### config.mk
export PLATFORM = sky130hd
export DESIGN_NAME = mem_access_ctrl
export DESIGN_NICKNAME = d
export VERILOG_FILES = /design/src/rtl/mem_ctrl_pkg.sv /design/src/rtl/store_merge.sv /design/src/rtl/mem_access_ctrl.sv
export SDC_FILE = /design/constraint.sdc
export NUM_CORES = 1
export LEC_CHECK = 0
export ABC_AREA = 1
export CORE_MARGIN = 5
export CORE_UTILIZATION = 45
export DETAILED_ROUTE_END_ITERATION = 8
export PLACE_DENSITY = 0.83
export SLEW_MARGIN = 20
export SYNTH_ARGS = -nofsm -noshare
export SYNTH_HDL_FRONTEND = slang
export SYNTH_SLANG_ARGS = --single-unit
### constraint.sdc
create_clock -name clk -period 3.1 [get_ports clk]
set_clock_uncertainty 0.2 [all_clocks]
set_input_delay 0.465 -clock clk [delete_from_list [all_inputs] [get_ports clk]]
set_output_delay 0.465 -clock clk [all_outputs]
set_load 0.01 [all_outputs]
### src/rtl/mem_ctrl_pkg.sv
// Shared definitions for the data-memory access controller.
//   state_t    : FSM state encoding (IDLE, RD, WR, DONE)
//   cnt_width  : width of the timeout counter for a given TIMEOUT value
package mem_ctrl_pkg;

    typedef enum logic [1:0] {
        S_IDLE = 2'd0,
        S_RD   = 2'd1,
        S_WR   = 2'd2,
        S_DONE = 2'd3
    } state_t;

    localparam int TIMEOUT_DEFAULT = 16;

    // The counter only has to reach TIMEOUT-1, so $clog2(TIMEOUT) bits are enough.
    function automatic int cnt_width(input int timeout);
        return $clog2(timeout);
    endfunction

endpackage

### src/rtl/store_merge.sv
// Byte-lane merge used for read-modify-write byte stores.
// Ports:
//   word   in  32  word read from memory
//   byte_v in  8   byte to insert
//   off    in  2   byte lane (00 -> [7:0] ... 11 -> [31:24])
//   merged out 32  word with the selected lane replaced
module store_merge (
    input  logic [31:0] word,
    input  logic [7:0]  byte_v,
    input  logic [1:0]  off,
    output logic [31:0] merged
);

    always_comb begin
        merged = word;
        case (off)
            2'b00: merged[7:0]   = byte_v;
            2'b01: merged[15:8]  = byte_v;
            2'b10: merged[23:16] = byte_v;
            2'b11: merged[31:24] = byte_v;
            default: merged = word;
        endcase
    end

endmodule

### src/rtl/mem_access_ctrl.sv
// Data-memory access sequencer for the core.
// Loads return the raw memory word plus the latched offset/DT/Sign controls
// for the downstream load-extend logic; byte stores are read-modify-write.
// Ports:
//   clk, reset                    clock, synchronous active-high reset
//   req_valid/we/addr/wdata/dt/sign  core request (sampled only in IDLE)
//   stall                         hold core pipeline while an access is in flight
//   done                          one-cycle pulse, ld_* valid
//   err                           one-cycle pulse: misaligned word access or timeout
//   ld_word/ld_off/ld_dt/ld_sign  load result and latched controls
//   mem_req/we/addr/wdata         memory request side
//   mem_rdata/mem_ack             memory response side
// Handshake: mem_req is raised with mem_addr/mem_we/mem_wdata stable and held
// until a cycle in which mem_ack=1 (the transfer completes at that rising
// edge); mem_ack is ignored whenever mem_req=0. If TIMEOUT request cycles pass
// without ack, the request is withdrawn and the access ends with done=err=1.
module mem_access_ctrl
    import mem_ctrl_pkg::*;
#(
    parameter int TIMEOUT = TIMEOUT_DEFAULT
) (
    input  logic        clk,
    input  logic        reset,
    input  logic        req_valid,
    input  logic        req_we,
    input  logic [31:0] req_addr,
    input  logic [31:0] req_wdata,
    input  logic        req_dt,
    input  logic        req_sign,
    output logic        stall,
    output logic        done,
    output logic        err,
    output logic [31:0] ld_word,
    output logic [1:0]  ld_off,
    output logic        ld_dt,
    output logic        ld_sign,
    output logic        mem_req,
    output logic        mem_we,
    output logic [31:0] mem_addr,
    output logic [31:0] mem_wdata,
    input  logic [31:0] mem_rdata,
    input  logic        mem_ack
);

    localparam int            CW   = cnt_width(TIMEOUT);
    localparam logic [CW-1:0] TMAX = CW'(TIMEOUT - 1);

    state_t        state_q, state_d;
    logic [CW-1:0] cnt_q;
    logic          we_q;
    logic          accept;
    logic          misaligned;
    logic          tmo;
    logic          err_d;
    logic [31:0]   merged;

    // Timeout fires only when the last allowed cycle passes without ack;
    // an ack in that same cycle takes priority.
    assign tmo = (cnt_q == TMAX) && !mem_ack;

    // The store byte was captured into mem_wdata[7:0] at accept time.
    store_merge u_merge (
        .word   (mem_rdata),
        .byte_v (mem_wdata[7:0]),
        .off    (ld_off),
        .merged (merged)
    );

    always_ff @(posedge clk) begin
        if (reset) state_q <= S_IDLE;
        else       state_q <= state_d;
    end

    always_comb begin
        state_d    = state_q;
        stall      = 1'b0;
        done       = 1'b0;
        mem_req    = 1'b0;
        mem_we     = 1'b0;
        accept     = 1'b0;
        misaligned = 1'b0;
        err_d      = 1'b0;
        case (state_q)
            S_IDLE: begin
                if (req_valid) begin
                    if (req_dt && (req_addr[1:0] != 2'b00)) begin
                        misaligned = 1'b1;
                        err_d      = 1'b1;
                    end else begin
                        accept  = 1'b1;
                        stall   = 1'b1;
                        // Word store writes directly; loads and byte stores read first.
                        state_d = (req_we && req_dt) ? S_WR : S_RD;
                    end
                end
            end
            S_RD: begin
                stall   = 1'b1;
                mem_req = 1'b1;
                if (mem_ack) begin
                    state_d = (we_q && !ld_dt) ? S_WR : S_DONE;
                end else if (tmo) begin
                    state_d = S_DONE;
                    err_d   = 1'b1;
                end
            end
            S_WR: begin
                stall   = 1'b1;
                mem_req = 1'b1;
                mem_we  = 1'b1;
                if (mem_ack) begin
                    state_d = S_DONE;
                end else if (tmo) begin
                    state_d = S_DONE;
                    err_d   = 1'b1;
                end
            end
            S_DONE: begin
                done    = 1'b1;
                state_d = S_IDLE;
            end
            default: state_d = S_IDLE;
        endcase
    end

    always_ff @(posedge clk) begin
        if (reset) begin
            err       <= 1'b0;
            ld_word   <= 32'h0;
            ld_off    <= 2'b00;
            ld_dt     <= 1'b0;
            ld_sign   <= 1'b0;
            mem_addr  <= 32'h0;
            mem_wdata <= 32'h0;
            we_q      <= 1'b0;
            cnt_q     <= '0;
        end else begin
            err <= err_d;

            if (accept) begin
                mem_addr  <= {req_addr[31:2], 2'b00};
                mem_wdata <= req_wdata;
                ld_off    <= req_addr[1:0];
                ld_dt     <= req_dt;
                ld_sign   <= req_sign;
                we_q      <= req_we;
            end

            if (state_q == S_RD) begin
                if (mem_ack) begin
                    ld_word <= mem_rdata;
                    if (we_q && !ld_dt) mem_wdata <= merged;
                end else if (tmo) begin
                    ld_word <= 32'h0;
                end
            end else if (state_q == S_WR && !mem_ack && tmo) begin
                ld_word <= 32'h0;
            end

            // Counter is zero whenever no request is pending or one just
            // completed, so it starts from 0 on entering RD or WR.
            if (mem_req && !mem_ack) cnt_q <= cnt_q + CW'(1);
            else                     cnt_q <= '0;
        end
    end

endmodule

==> impl_results.md <==
* Post-DR vias/cell at 5.091
* Flops & latches, synth at roughly 110
* Syn. warnings at 0
* Sequential Power Share at 40.9%
* Clock transition at path regs at roughly 90 ps
* Synth Area in Compound Gates at between 10% and 20%
* CP max stage delay at 540 ps
* Die area at 12520 um2
* Drc violations at 0
* Area delta synth->final at 47.58%
* Power density over the cells at 629.3 nW/um2
* CP Launch Type: register
* Post-synthesis cell type with the largest combined area: dfxtp_1
* Drt wl/cell at approximately 16 um
* CP Cell Sequence: inv_1 -> ha_1 -> nand2_1 -> nor2_4 -> nor2_1 -> nor2_1 -> clkdlybuf4s50_1
* IO Port Bufs at 205
* HPWL after DPL at 11.69 mm
* Die height at 111.9 um
* Worst path arrival time at 2010 ps
* VDD IR max at 0.4216 mV
* Most common cell in the synthesized netlist: nand2_1
* Internal power at 2.780 mW
* Ranking of synthesized cells by area: dfxtp_1 45%, nand2_1 14%, nand3_1 11%
* Routed wire length at 15.32 mm
* Routability cong. at a little under 0.9
* Detail Route Antenna Nets at 0
* Switching Fraction at 35.92%
* Critical-path maximum fanout at 4
* Post-synth top cells: 170 x nand2_1, 106 x dfxtp_1, 105 x nand3_1
* Yosys top cell area share at 45.43%
* Grt ovf at 0
* Post-CTS Setup Bufs at 0
* Actual slew at the worst max-slew pin at 826.3 ps
* Antenna violations before repair at 0
* Largest family of logic cells by synthesized area: simple AND/OR/NAND/NOR gates
* Post-layout util at between 60% and 70%
* Synth Area in Adders at 1.607%
* Fin cells at 985
* Multiplexer area fraction after synthesis at 0%
* Clock Path Buffers at 2
* Clock power share at 17.7%
* Share of cells above drive strength 1 at under 10%
* Crit path time final at 2670 ps
* Post-synthesis xor/xnor area fraction at 0%
* Crit Path Category: register to primary output
* Synth cell types at 27
* PnR worst setup slack at 430.0 ps
* Maxcap violations at 0
* Num CTS Buffers at 9
* Largest net degree at the start of global routing at 58
* FF-to-FF setup slack at 720 ps
* RSZ-0062 raised after global routing: false
* Hold_buf cts at 0
* Number of I/O pins at 208
* Die width at 111.9 um
* Post-Syn Area at ~4700 um2
* Hold Crit Class: register to register
* First-pass GRT wire length at 24.31 mm
* Leakage at 2.864 nW
* Number of flops mapped to enable cells by yosys at 0
* Status: finished clean
* Tcrit/Tclk final at between 80% and 90%
* CP required at 2430 ps
* Comb pwr share at between 40% and 50%
* PostCTS Resize Cnt at 0
* Final total power at 4.338 mW
* Via Count at 5015
* Final setup violation count at 0
* Initial core utilization at between 40% and 50%
* Final net count at 954
* Worst-skew pair later-pin latency at 360 ps
* CTS Root Buffer Type: clkbuf_8
* Gate Count Post-Synth at 664
* Iteration-0 DRC Markers at 430
* Post-synth ARST share at 0%
* Vias in the first global route at about 5000
* CP most frequent cell: nor2_1
* CTS tree: built
* Sum of negative setup slack at 0 ps
* Placed Cells at 970
* Synth Flop Type: dfxtp_1
* Relative slew margins at 44.70%
* Hold Fails Final Rpt at 0
* Nature of the critical path endpoint: primary output
* # rows at 37
* Sequential element share of the synthesized area at 45.43%
* Diodes inserted at 0
* Max Freq at 374.5 MHz
* H-tree Lvls at 3
* Clk sinks at between 100 and 150
* Sw Pwr at roughly 1.6 mW
* Avg Cell Area, Syn at between 7 and 8 um2
* Fill cells at 886
* Max Slew Vio Count at 0
* CORE AREA at between 10000 and 15000 um2
* Delay-heaviest family, CP: buffers and inverters
* Crit-path slowest cell: clkdlybuf4s50_1
* Global-route usage over all layers at 23.91%
* Post-Synth Simple-Gate Area at 33.91%
* Setup WS pre-CTS at about 450 ps
* Worst path bufs/invs at 2
* Drt pass-1 iters at 6
worst register-to-register path, cell delays in order, from the launching register on:
cell and delay (ps):
dfxtp_1 390, inv_1 110, ha_1 240, nand2_1 180, inv_2 50, nand2_2 310
buf_4 470, o21ai_0 220, nor2_1 150
layer usage:
metal	share of wire, %	global-route usage [%]	vias to the layer above
li1	-	-	2492
met1	42	29.88	2292
met2	48	39.65	193
met3	7.1	5.109	38
met4	3.1	10.54	0
met5	0	0	-
path summary, 6_finish.rpt:
| check | start | cells past startpoint | to |
|---|---|---|---|
| hold / removal | ld_word[15] | 2 | ld_word[15] |
| setup / recovery | state_q[0] | 7 | stall |
| hold reg to reg | ld_word[15] | 2 | ld_word[15] |
| setup reg to reg | state_q[0] | 8 | mem_addr[4] |
cell families after synthesis:
kind of cell | count (synthesis)
AO/OA/AOI/OAI | 93
adder cells (fa/ha/maj) | 6
buffers and inverters | 86
flip-flops | 106
other | 1
AND/OR/NAND/NOR | 372
per-stage QoR:
step | hold slack [ps] | area (um2)
after floorplan | 217.6 | 4674
after global placement | 228.3 | 6715
after detailed placement | 253.6 | 6715
after CTS | 267.5 | 6885
after global routing | 288.9 | 6893
final | 269.6 | 6893
registers in the layout, summed over array words and instances, names as in the netlist:
signal     cells
cnt_q          4
err            1
ld_dt          1
ld_off         2
ld_sign        1
ld_word       32
mem_addr      30
mem_wdata     32
state_q        2
we_q           1
cell usage in the layout, fill, tap and decap left out, types with 6 or more instances in the layout:
cell             Yosys  layout
a21oi_1             43      43
nand3_1            105     105
o21ai_0             31      31
inv_1               40      39
clkbuf_8             0      11
nor2_1              85      85
ha_1                 6       6
nand2_1            170     170
clkdlybuf4s50_1      0     205
dfxtp_1            106     106
o21ai_1             11      11
power groups by stage:
stage	Clock, mW	Sequential [mW]	Combinational (mW)
after floorplan	0	1.88	0.859
after global placement	0	1.79	1.74
after detailed placement	0	1.81	1.79
after CTS	0.789	1.78	1.80
after global routing	0.847	1.81	1.97
final	0.766	1.78	1.80
cell type report:
type / instances / area (um2) / area share [%]
clock buffer: 12 / 155.1 / 2.251
tap: 136 / 170.2 / 2.469
multi-input combinational: 473 / 2170 / 31.48
inverter: 45 / 171.4 / 2.487
timing repair buffer: 210 / 2090 / 30.31
sequential: 106 / 2122 / 30.79
clock inverter: 3 / 15.01 / 0.2178
No activity file was read; power rests on OpenSTA's default activity.
